### config.mk
export PLATFORM = sky130hd
export DESIGN_NAME = clkswitch_div
export DESIGN_NICKNAME = d
export VERILOG_FILES = /design/src/rtl/clkswitch_div.sv
export SDC_FILE = /design/constraint.sdc
export NUM_CORES = 1
export LEC_CHECK = 0
export BUFFER_PORTS_ARGS = -buffer_cell sky130_fd_sc_hd__buf_2
export CAP_MARGIN = 25
export CORE_AREA = 2 2 53 55
export CTS_CLUSTER_DIAMETER = 50
export DETAILED_ROUTE_END_ITERATION = 10
export DIE_AREA = 0 0 55 57
export HOLD_SLACK_MARGIN = 0.02
export SETUP_SLACK_MARGIN = 0.02
export SLEW_MARGIN = 20
export SYNTH_ARGS = -nofsm -noshare
export SYNTH_HDL_FRONTEND = slang
export SYNTH_SLANG_ARGS = --single-unit
### constraint.sdc
create_clock -name hsclk_in -period 2.74 [get_ports hsclk_in]
set_input_delay 0.548 -clock hsclk_in [delete_from_list [all_inputs] [get_ports hsclk_in]]
set_output_delay 0.548 -clock hsclk_in [all_outputs]
set_load 0.02 [all_outputs]
### src/rtl/clkswitch_div.sv
// clkswitch_div: CPU clock generator. clkout is either an even division of
// hsclk_in (HS mode) or a synchronised copy of lsclk_in (LS mode). Mode
// changes park clkout at STOP_LEVEL so no half-period is ever shortened.
// Everything runs on the rising edge of hsclk_in.
module clkswitch_div #(
    parameter int   DIVW        = 4,
    parameter int   SYNC_STAGES = 2,
    parameter logic STOP_LEVEL  = 1'b1,
    parameter int   PARK_CYCLES = 2
) (
    input  logic            hsclk_in,
    input  logic            rst,
    input  logic            lsclk_in,
    input  logic            hsclk_sel,
    input  logic [DIVW-1:0] div_sel,
    output logic            clkout,
    output logic            hs_active
);

    // Park counter only needs to reach PARK_CYCLES-1; keep at least one bit.
    localparam int PW = (PARK_CYCLES > 1) ? $clog2(PARK_CYCLES) : 1;
    localparam logic [PW-1:0] PARK_LAST = PW'(PARK_CYCLES - 1);

    typedef enum logic [1:0] {
        LS_RUN  = 2'd0,
        WAIT_HS = 2'd1,
        HS_RUN  = 2'd2,
        WAIT_LS = 2'd3
    } state_t;

    state_t                 r_state;
    logic [SYNC_STAGES-1:0] r_sync;
    logic                   r_ls_d;
    logic [DIVW-1:0]        r_cnt;
    logic [DIVW-1:0]        r_div_q;
    logic [PW-1:0]          r_park;
    logic                   r_clkout;
    logic                   r_hs_active;
    logic                   w_ls_s;

    assign w_ls_s    = r_sync[SYNC_STAGES-1];
    assign clkout    = r_clkout;
    assign hs_active = r_hs_active;

    // lsclk_in is asynchronous: shift it through the synchroniser chain and
    // keep one extra delayed copy for edge detection in WAIT_LS.
    always_ff @(posedge hsclk_in or posedge rst) begin
        if (rst) begin
            r_sync <= '0;
            r_ls_d <= 1'b0;
        end else begin
            r_sync <= {r_sync[SYNC_STAGES-2:0], lsclk_in};
            r_ls_d <= w_ls_s;
        end
    end

    // Mode FSM with registered clkout/hs_active; hs_active tracks the next state.
    always_ff @(posedge hsclk_in or posedge rst) begin
        if (rst) begin
            r_state     <= LS_RUN;
            r_clkout    <= STOP_LEVEL;
            r_hs_active <= 1'b0;
            r_cnt       <= '0;
            r_div_q     <= '0;
            r_park      <= '0;
        end else begin
            case (r_state)
                LS_RUN: begin
                    r_hs_active <= 1'b0;
                    // Only leave once both the output and the source sit at the
                    // stop level, so the current LS pulse is never cut short.
                    if (hsclk_sel && (r_clkout == STOP_LEVEL) && (w_ls_s == STOP_LEVEL)) begin
                        r_state <= WAIT_HS;
                        r_park  <= '0;
                    end else begin
                        r_clkout <= w_ls_s;
                    end
                end
                WAIT_HS: begin
                    r_clkout <= STOP_LEVEL;
                    if (r_park == PARK_LAST) begin
                        r_state     <= HS_RUN;
                        r_park      <= '0;
                        r_cnt       <= '0;
                        r_div_q     <= div_sel;
                        r_hs_active <= 1'b1;
                    end else begin
                        r_park      <= r_park + 1'b1;
                        r_hs_active <= 1'b0;
                    end
                end
                HS_RUN: begin
                    // Drop out only from the stop half; a request arriving in the
                    // other half waits for that half to finish normally.
                    if (!hsclk_sel && (r_clkout == STOP_LEVEL)) begin
                        r_state     <= WAIT_LS;
                        r_cnt       <= '0;
                        r_hs_active <= 1'b0;
                    end else begin
                        r_hs_active <= 1'b1;
                        if (r_cnt == r_div_q) begin
                            r_cnt    <= '0;
                            r_clkout <= ~r_clkout;
                            // Ratio is latched once per period so both halves match.
                            if (r_clkout == STOP_LEVEL)
                                r_div_q <= div_sel;
                        end else begin
                            r_cnt <= r_cnt + 1'b1;
                        end
                    end
                end
                WAIT_LS: begin
                    r_clkout    <= STOP_LEVEL;
                    r_hs_active <= 1'b0;
                    // Resume on the synchronised edge into the stop level so the
                    // first following pulse is a full LS half-period.
                    if ((w_ls_s == STOP_LEVEL) && (r_ls_d != STOP_LEVEL))
                        r_state <= LS_RUN;
                end
                default: begin
                    r_state     <= LS_RUN;
                    r_clkout    <= STOP_LEVEL;
                    r_hs_active <= 1'b0;
                end
            endcase
        end
    end

    // The divider counter never runs past the latched ratio.
    a_cnt_bound: assert property (@(posedge hsclk_in) disable iff (rst)
        (r_state == HS_RUN) |-> (r_cnt <= r_div_q));

    // While parked in either wait state the output sits at the stop level.
    a_parked: assert property (@(posedge hsclk_in) disable iff (rst)
        ((r_state == WAIT_HS) || (r_state == WAIT_LS)) |-> (r_clkout == STOP_LEVEL));

endmodule

== Yosys cells after proc, flatten, opt, wreduce, memory -nomap -nowiden ==
Cells that the tools add are included.

* Add/sub/neg operators: 2
* Equality and inequality tests: 12
* Mux-type cells: 24
* Bitwise logic cells: 2
* Reductions and logical operators: 15

{| class="wikitable"
|+ Operator list
! kind !! number
|-
| two-way mux 4 bit || 7
|-
| inequality test 2 bit (second input constant) || 8
|-
| case mux 4 bit (2 select lines) || 2
|-
| two-way mux 2 bit || 4
|-
| case mux 2 bit (4 select lines) || 1
|-
| two-way mux 1 bit || 7
|-
| case mux 1 bit (3 select lines) || 2
|-
| AND reduction 5 bit || 1
|-
| adder 4 x 1 -> 4 bit (second input constant) || 1
|-
| equality test 2 bit (second input constant) || 2
|-
| equality test 4 bit || 1
|-
| logical AND 1 bit || 4
|-
| AND reduction 2 bit || 2
|-
| AND reduction 4 bit || 1
|-
| nonzero test 2 bit || 2
|-
| OR reduction 2 bit || 2
|-
| AND reduction 3 bit || 1
|-
| equality test 2 x 1 -> 1 bit (second input constant) || 1
|-
| logical NOT 2 bit || 1
|-
| NOT 1 bit || 2
|-
| case mux 1 bit (2 select lines) || 1
|-
| adder 1 bit (second input constant) || 1
|-
| logical NOT 1 bit || 1
|}

* Flip-flop bits (word level): 16

== Depth between registers and ports, before layout ==
Gate-level depths: netlist (run 1).

* Depth in word-level cells: 4
* Depth in mapped cells: 7
* Gate-level depth less buffers: 6

== Least setup slack after synthesis (run 1) ==
Ideal clock, no wire load.

* Path type: register to register
* Start: reg r_state[1]
* End: reg r_cnt[2]
* Data arrival time: 1.521 ns
* Required time: 2.618 ns
* Setup slack: 1.098 ns
* Cell stages (with the launch flop): 8
* Path buffers: 1
* Clock period less this slack: 1.642 ns
* Cell sequence: dfrtp_1 > inv_1 > ha_1 > mux2i_2 > buf_6 > nor3b_2 > o211ai_2 > nand2_1

* Word-level cells in the longest chain between the ends: 3

{| class="wikitable"
|+ Ends and longest elaborated chain
! item !! line !! source
|-
| from (decl) || 31 || <nowiki>state_t r_state;</nowiki>
|-
| from (signal assigned) || 60 || <nowiki>r_state <= LS_RUN;</nowiki>
|-
| from (signal assigned) || 73 || <nowiki>r_state <= WAIT_HS;</nowiki>
|-
| from (signal assigned) || 82 || <nowiki>r_state <= HS_RUN;</nowiki>
|-
| equality test 2 x 1 -> 1 bit / equality test 2 bit (equally long branches) || 67 || <nowiki>case (r_state)</nowiki>
|-
| inequality test 2 bit (no line) / nonzero test 2 bit (equally long branches) || n/a ||
|-
| AND reduction 2 bit (no line) || n/a ||
|-
| to (signal assigned) || 108 || <nowiki>r_cnt <= r_cnt + 1'b1;</nowiki>
|-
| to (decl) || 34 || <nowiki>logic [DIVW-1:0] r_cnt;</nowiki>
|}

Several ways; a longest one is shown, not always the timed one.
A chain may end at the register's enable or synchronous reset.

== Final worst setup path (run 1) ==
* Start: reg r_state[0]
* End: reg r_div_q[1]

* Word-level cells in the longest chain between the ends: 3

{| class="wikitable"
|+ Ends and longest elaborated chain
! item !! line !! source
|-
| equality test 2 bit / equality test 2 x 1 -> 1 bit (equally long branches) || 67 ||
|-
| inequality test 2 bit (no line) / nonzero test 2 bit (equally long branches) || n/a ||
|-
| AND reduction 5 bit (no line) || n/a ||
|-
| to (signal assigned) || 85 || <nowiki>r_div_q <= div_sel;</nowiki>
|-
| to (signal assigned) || 106 || <nowiki>r_div_q <= div_sel;</nowiki>
|-
| to (decl) || 35 || <nowiki>logic [DIVW-1:0] r_div_q;</nowiki>
|}

Several ways; a longest one is shown, not always the timed one.

==> impl_metrics.toml, run 1 <==
[status]
status = "finished, final reports clean"

[cts]
cts_sinks = 16
cts_setup_buffers = 0
worstSkewPairLatency_ps = 290
cts_tree = "done"
cts_resized = 0
cts_hold_buf = 0
root_buffer = "clkbuf_4"
htree_levels = 1
cts_max_path_buffers = 2
cts-buffers-inserted = 3
clk_pin_slew_ps = 100

[drt]
dr.pass1.iters = 4
ant_nets = 0
wire_per_inst_microns = 14.1
wirelength_met1_microns = 914
drc_errors = 0
wl_met3_microns = 73
met2WireLength_microns = 979
top_layer = "met4"
drtIter0Drc = 25
wl_microns = 2010
vias_per_cell = 5.58
via_count = 792

[synthesis]
ys_seq_area_share_pct = 40.3
synthFlopType = "dfrtp_1"
syn_area_sq_um = 996
ys_top_cells_by_area = "dfrtp_1 (38%), nand3_1 (7.0%), ha_1 (6.3%)"
yosysMostFrequentCell = "dfrtp_1"
ys_types = 35
ys_ff_latch = 16
synth_top_area_share_pct = 37.7
synth_warnings = 0
avgSynthCellArea_sq_um = 9.58
yosysTopAreaCell = "dfrtp_1"
syn_nets = 117
synth_cells = 104
ys_top_cells_by_count = "dfrtp_1 (15), nand3_1 (14), inv_1 (10), nand2_1 (9)"
ys_async_sr_fraction_pct = 100
synth_edf_count = 0

[floorplan]
dieHeight_microns = 57
core-area_sq_mm = 0.00262
io_pins = 10
initial_core_util_pct = 38.1
num_rows = 19
fp.dieW_microns = 55
dieArea_sq_mm = 0.00314

[placement]
dpl-instance-area_sq_mm = 0.00104
io_buffers = 9
hpwl_microns = 1390
place_congestion = 0.722

[grt]
grt_overflow = 0
grt_pass1_wl_microns = 3390
first_global_vias = 792
antenna_found_initial = 0
grt_usage_pct = 14.9
grt_max_degree = 21

[setup_path]
cp.depth = 5
required_ps = 2880
max_stage_delay_ps = 780
crit_chain = "inv_1, ha_1, mux2i_2, o311a_1, o311ai_1"
worst_setup_path_end_kind = "register"
path_buf_inv = 1
cp_top_family = "multiplexers"
path_class = "register to register"
startpoint = "r_state[0]$_DFFE_PP0P_"
crit_fanout = 20
start_kind = "register"
reg2reg_depth = 5
rr_startpoint = "r_state[0]$_DFFE_PP0P_"
crit_arrival_ps = 2310
slowest_stage = "mux2i_2"

[sta]
slew_headroom_pct = 41.2
rsz0062_at_grt = "no"
tightest_slew_ps = 865
setup_tns_ps = 0
setup_viol = 0
timing.fmax_mhz = 462
final-max-slew-violation-count = 0
post-route-period-util_pct = 79.0
hold_violations = 0
fin_skew_ps = 2.35
period_needed_ps = 2160
whs_ps = 316

[hold_path]
hold_path_class = "input port to asynchronous set/reset pin"

[final_layout]
postLayoutCellArea_sq_mm = 0.00108
synthToLayoutAreaGrowth_pct = 8.42
diodes = 0
drive_above_1_share_pct = 18.0
nNetsFinal = 125
fillCellCount = 260

[power_and_ir_drop]
peakVddDrop_v = 0.000791
leakage_nw = 0.494
cellPowerDensity_mw_per_mm2 = 1150

[flow_run]
maxCapViolations = 0
==> flip-flops by register name (all words and copies together), names as in the netlist <==
| signal | flops |
|---|---|
| clkout | 1 |
| hs_active | 1 |
| r_cnt | 4 |
| r_div_q | 4 |
| r_ls_d | 1 |
| r_park | 1 |
| r_state | 2 |
| r_sync | 2 |
==> kinds of logic after synthesis <==
kind of cell             count (synthesis)  synth area share (%)
flip-flops                              16                  40.3
adder cells (fa/ha/maj)                  5                  6.28
multiplexers                             3                  4.02
AND/OR/NAND/NOR                         35                  17.7
XOR/XNOR                                 5                  4.40
buffers and inverters                   16                  7.41
AO/OA/AOI/OAI                           24                  19.8
==> area by class of cell <==
type / instances / area [sq um] / share of cell area [%]
sequential: 16 / 402 / 37.2
timing repair buffer: 9 / 45.0 / 4.17
clock buffer: 4 / 36.3 / 3.36
inverter: 10 / 37.5 / 3.48
multi-input combinational: 72 / 520 / 48.2
tap: 31 / 38.8 / 3.59
==> routing by layer <==
layer	track usage (%)	vias to the layer above
li1	-	386
met3	5.50	4
met5	0	-
met4	4.53	0
met2	24.7	21
met1	17.5	381
==> layout by cell type, fill, tap and decap left out, types with 2 or more instances in the layout <==
cell      instances
a21oi_1           2
nand3_1          14
clkbuf_4          3
a22o_1            2
nand2b_1          2
dfrtp_1          15
inv_1            10
nor2_1            4
ha_1              5
o311a_1           4
nand2_1           9
xnor2_1           4
o311ai_1          4
buf_2             9
o21ai_0           2
a21boi_1          2
==> path summary, 6_finish.rpt <==
| check | endpoint | slack, ps |
|---|---|---|
| setup / recovery | r_div_q[1]$_DFFE_PP0P_ | 580 |
| hold / removal | r_cnt[1]$_DFFE_PP0P_ | 320 |
| setup reg to reg | r_div_q[1]$_DFFE_PP0P_ | 580 |
| hold reg to reg | r_sync[1]$_DFF_PP0_ | 360 |
| max in group asynchronous | r_park$_DFFE_PP0P_ | 2030 |
| min in group hsclk_in | r_sync[0]$_DFF_PP0_ | 360 |
==> power by group <==
part           total [mW]  internal, mW  switching, mW
combinational       0.647         0.303          0.344
sequential          0.435         0.328          0.108
clock               0.161        0.0809         0.0797
==> metrics by stage <==
step	power, mW	std cells	util [%]	worst slack, ps
finish	1.24	142	41.3	576
global route	1.36	142	41.3	386
CTS	1.25	142	41.3	591
detailed placement	1.08	138	39.9	624
global placement	1.06	138	39.9	700
floorplan	0.983	104	-	1100
==> worst register-to-register path: stages (launching register included) <==
cell and delay (ps):
dfrtp_1 410, inv_1 70, ha_1 420, mux2i_2 780, o311a_1 240, o311ai_1 100
Power figures use the tool's default switching activity.
==> run 2, diff against run 1 <==
==> constraint.sdc (replaced) <==
create_clock -name hsclk_in -period 2.1 [get_ports hsclk_in]
set_input_delay 0.42 -clock hsclk_in [delete_from_list [all_inputs] [get_ports hsclk_in]]
set_output_delay 0.42 -clock hsclk_in [all_outputs]
set_load 0.02 [all_outputs]
==> run 2 against run 1 <==
Effect of this change:
- final cell count rose by 2.1%
- total power rose by 32%
- sequential cell count did not move
- register-to-register slack got worse by 140 ps
- non-clock buffer count rose by 3
- critical endpoint is now r_state[1]$_DFFE_PP0P_
==> impl_metrics.toml, run 2 (synthesis gave the netlist of run 1 again) <==
[status]
status = "finished, final reports clean"

[power_and_ir_drop]
leakage_nw = 0.508
p_total_mw = 1.64
cellPowerDensity_mw_per_mm2 = 1490
peakVddDrop_v = 0.000711

[grt]
grt_max_degree = 18
first_global_vias = 807
antenna_found_initial = 0
grt_overflow = 0
grt_pass1_wl_microns = 3380
grt_usage_pct = 14.4

[final_layout]
final_cell_mix = "dfrtp_1 (15), nand3_1 (14), inv_1 (10), nand2_1 (9), buf_2 (9)"
postLayoutCellArea_sq_mm = 0.00110
multi_input_area_sq_um = 520
largestRegisters = "r_cnt: 4 flops, r_div_q: 4 flops"
fillCellCount = 268
final_common_cell = "dfrtp_1"
final_core_util_pct = 42.2
diodes = 0
synthToLayoutAreaGrowth_pct = 10.7
nNetsFinal = 128
drive_above_1_share_pct = 20.2
seqCellArea_sq_um = 402

[sta]
period_needed_ps = 1660
setup_tns_ps = 0
fin_skew_ps = 3.63
tightest_slew_ps = 636
setup_viol = 0
hold_violations = 0
rsz0062_at_grt = "no"
post-route-period-util_pct = 79.2
timing.fmax_mhz = 602
slew_headroom_pct = 57.5
final-max-slew-violation-count = 0

[cts]
htree_levels = 1
cts_setup_buffers = 0
root_buffer = "clkbuf_4"
cts_max_path_buffers = 2
cts_tree = "done"
cts_sinks = 16
cts_resized = 0
cts_hold_buf = 0
cts-buffers-inserted = 3
clk_pin_slew_ps = 100
worstSkewPairLatency_ps = 280

[floorplan]
core-area_sq_mm = 0.00262
num_rows = 19
io_pins = 10
fp.dieW_microns = 55
dieHeight_microns = 57
initial_core_util_pct = 38.1
dieArea_sq_mm = 0.00314

[setup_path]
path_class = "register to register"
crit_fanout = 6
required_ps = 2270
worst_setup_path_end_kind = "register"
start_kind = "register"
crit_arrival_ps = 1830

[drt]
ant_nets = 0
via_count = 788
wire_per_inst_microns = 13.2
vias_per_cell = 5.43
drc_errors = 0
wl_microns = 1910
dr.pass1.iters = 4
drtIter0Drc = 17

[placement]
dpl-instance-area_sq_mm = 0.00107
io_buffers = 9
hpwl_microns = 1380
place_congestion = 0.791

[flow_run]
maxCapViolations = 0

[hold_path]
hold_path_class = "input port to asynchronous set/reset pin"
-- run 2: changes by cell type in the layout (fill, tap and decap cells not counted) --
cell / before / now
buf_4: 0 / 3
-- run 2: per-stage QoR --
stage	instances	hold WS [ps]	worst slack, ps
after detailed placement	141	337	447
final	145	205	438
after floorplan	104	331	458
after CTS	145	230	433
after global routing	145	217	318
after global placement	141	334	505
-- run 2: power breakdown --
| part | total [mW] | leakage [nW] | switching, mW | internal, mW |
|---|---|---|---|---|
| sequential | 0.561 | 0.191 | 0.133 | 0.428 |
| clock | 0.203 | 0.0210 | 0.0979 | 0.105 |
| combinational | 0.874 | 0.296 | 0.446 | 0.427 |
| total | 1.64 | 0.508 | 0.677 | 0.961 |
-- run 2: final cells by class --
cell class | instances | share of cell area [%]
inverters | 10 | 3.41
flip-flops and latches | 16 | 36.4
multi-input cells | 72 | 47.2
well taps | 31 | 3.52
clock buffers | 4 | 3.29
repair buffers | 12 | 6.13
-- run 2: critical path, cell delays in order, from the launching register on --
cell     delay, ps
dfrtp_1        400
inv_1           80
ha_1           270
or2_1          240
a21oi_2        150
o21ai_1        110
mux2_4         310
-- run 2: worst paths after layout --
path	to	cells past startpoint	slack, ps	from
max	r_state[1]$_DFFE_PP0P_	6	440	r_state[0]$_DFFE_PP0P_
min	r_div_q[2]$_DFFE_PP0P_	2	210	rst
max reg2reg	r_state[1]$_DFFE_PP0P_	6	440	r_state[0]$_DFFE_PP0P_
min reg2reg	r_sync[1]$_DFF_PP0_	0	360	r_sync[0]$_DFF_PP0_
max in group asynchronous	r_cnt[1]$_DFFE_PP0P_	2	1490	rst
min in group hsclk_in	r_sync[0]$_DFF_PP0_	1	240	lsclk_in
-- run 2: layer usage --
| layer | up-vias | GRT usage (%) | routed length [microns] |
|---|---|---|---|
| met4 | 0 | 4.18 | 21 |
| met5 | - | 0 | 0 |
| met1 | 378 | 17.6 | 904 |
| met3 | 2 | 3.14 | 59 |
| li1 | 397 | - | - |
| met2 | 11 | 24.8 | 924 |
==> run 3, diff against run 2 <==
==> constraint.sdc (replaced) <==
create_clock -name hsclk_in -period 1.75 [get_ports hsclk_in]
set_input_delay 0.35 -clock hsclk_in [delete_from_list [all_inputs] [get_ports hsclk_in]]
set_output_delay 0.35 -clock hsclk_in [all_outputs]
set_load 0.02 [all_outputs]
==> run 3 against run 2 <==
Effect of this change:
- clock-buffer cell count is the same
- combinational power grew 24%
- clock skew shrank 2.6 ps
- sequential share of layout area shrank 0.61 points
- first-iteration DRC count shrank 47%
- largest cell class unchanged
- largest power group unchanged
==> impl_metrics.toml, run 3 (synthesis gave the netlist of run 1 again) <==
[drt]
drc_errors = 0
wl_microns = 1880
wire_per_inst_microns = 12.9
via_count = 795
drtIter0Drc = 9
ant_nets = 0
dr.pass1.iters = 4
vias_per_cell = 5.45

[final_layout]
largestRegisters = "r_cnt: 4 flops, r_div_q: 4 flops"
final_cell_mix = "dfrtp_1 (15), nand3_1 (14), inv_1 (10), nand2_1 (9), buf_2 (9)"
final_common_cell = "dfrtp_1"
synthToLayoutAreaGrowth_pct = 12.6
nNetsFinal = 129
diodes = 0
drive_above_1_share_pct = 24.3
final_core_util_pct = 42.9
final-instance-count-excl-fill = 146
fillCellCount = 263
postLayoutCellArea_sq_mm = 0.00112

[cts]
cts_setup_buffers = 0
cts_max_path_buffers = 2
root_buffer = "clkbuf_4"
cts_resized = 0
cts_hold_buf = 0
cts-buffers-inserted = 3
htree_levels = 1
cts_tree = "done"
cts_sinks = 16
worstSkewPairLatency_ps = 290
clk_pin_slew_ps = 100

[floorplan]
io_pins = 10
core-area_sq_mm = 0.00262
dieArea_sq_mm = 0.00314
dieHeight_microns = 57
fp.dieW_microns = 55
initial_core_util_pct = 38.1
num_rows = 19

[hold_path]
hold_path_class = "input port to asynchronous set/reset pin"

[placement]
hpwl_microns = 1390
dp.cells = 142
place_congestion = 0.747
io_buffers = 9
dpl-instance-area_sq_mm = 0.00107
place_ws_ps = 92.7

[setup_path]
crit_chain = "inv_1, ha_2, mux2i_2, buf_4, o311a_1, o311ai_1"
required_ps = 1910
crit_fanout = 12
path_buf_inv = 2
worst_setup_path_end_kind = "register"
crit_arrival_ps = 1760
start_kind = "register"
cp_top_family = "flip-flops"
max_stage_delay_ps = 430
path_class = "register to register"
slowest_stage = "dfrtp_1"

[sta]
timing.fmax_mhz = 625
setup_tns_ps = 0
setup_slack_ps = 151
post-route-period-util_pct = 91.4
hold_violations = 0
fin_skew_ps = 1.07
rsz0062_at_grt = "no"
period_needed_ps = 1600
whs_ps = 122
setup_viol = 0
slew_headroom_pct = 58.2
final-max-slew-violation-count = 0
tightest_slew_ps = 626

[power_and_ir_drop]
peakVddDrop_v = 0.000919
internal_power_mw = 1.18
p_total_mw = 2.01
leakage_nw = 0.509
swShare_pct = 41.0
cellPowerDensity_mw_per_mm2 = 1790
power_frac_seq_pct = 33.8
p_comb_share_pct = 53.8
clockPowerShare_pct = 12.4
p_switching_uw = 822

[grt]
grt_usage_pct = 14.5
antenna_found_initial = 0
grt_max_degree = 17
grt_overflow = 0
first_global_vias = 780
grt_pass1_wl_microns = 3330

[status]
status = "finished, final reports clean"

[flow_run]
maxCapViolations = 0
==> run 3: cell count changes in the layout (fill, tap and decap cells not counted), sizes merged <==
cell  delta
buf      +1
==> run 3: metal layers <==
layer	wire length, microns	global-route usage [%]	vias up
met1	884	18.5	373
met3	85	6.02	6
met2	860	21.6	16
met5	0	0	-
met4	48	5.92	0
li1	-	-	400
==> run 3: cell type report <==
type                    count  area (sq um)  share of cell area (%)
repair buffers             13          75.1                    6.70
multi-input cells          72           532                    47.4
inverters                  10          37.5                    3.35
well taps                  31          38.8                    3.46
clock buffers               4          36.3                    3.24
flip-flops and latches     16           402                    35.8
==> run 3: path summary, 6_finish.rpt <==
| path | start | to | slack (ps) | cells after the start |
|---|---|---|---|---|
| min in group hsclk_in | lsclk_in | r_sync[0]$_DFF_PP0_ | 160 | 1 |
| hold / removal | rst | r_state[1]$_DFFE_PP0P_ | 120 | 2 |
| setup reg to reg | r_state[1]$_DFFE_PP0P_ | r_div_q[1]$_DFFE_PP0P_ | 150 | 6 |
| hold reg to reg | r_sync[0]$_DFF_PP0_ | r_sync[1]$_DFF_PP0_ | 360 | 0 |
| setup / recovery | r_state[1]$_DFFE_PP0P_ | r_div_q[1]$_DFFE_PP0P_ | 150 | 6 |
| max in group asynchronous | rst | r_div_q[3]$_DFFE_PP0P_ | 1230 | 2 |
==> run 3: worst register-to-register path, delay by kind of cell (launching register included) <==
kind	cells	cell delay (ps)
muxes	1	250
AOI/OAI and AO/OA	2	260
buffers and inverters	2	300
DFF	1	430
adders and majority gates	1	240
==> run 3: power by group through the flow <==
stage	clock network [mW]	logic, mW	registers [mW]
after detailed placement	0	1.07	0.688
final	0.249	1.08	0.678
after floorplan	0	0.890	0.650
after global placement	0	1.05	0.682
after global routing	0.285	1.23	0.705
after CTS	0.259	1.08	0.679
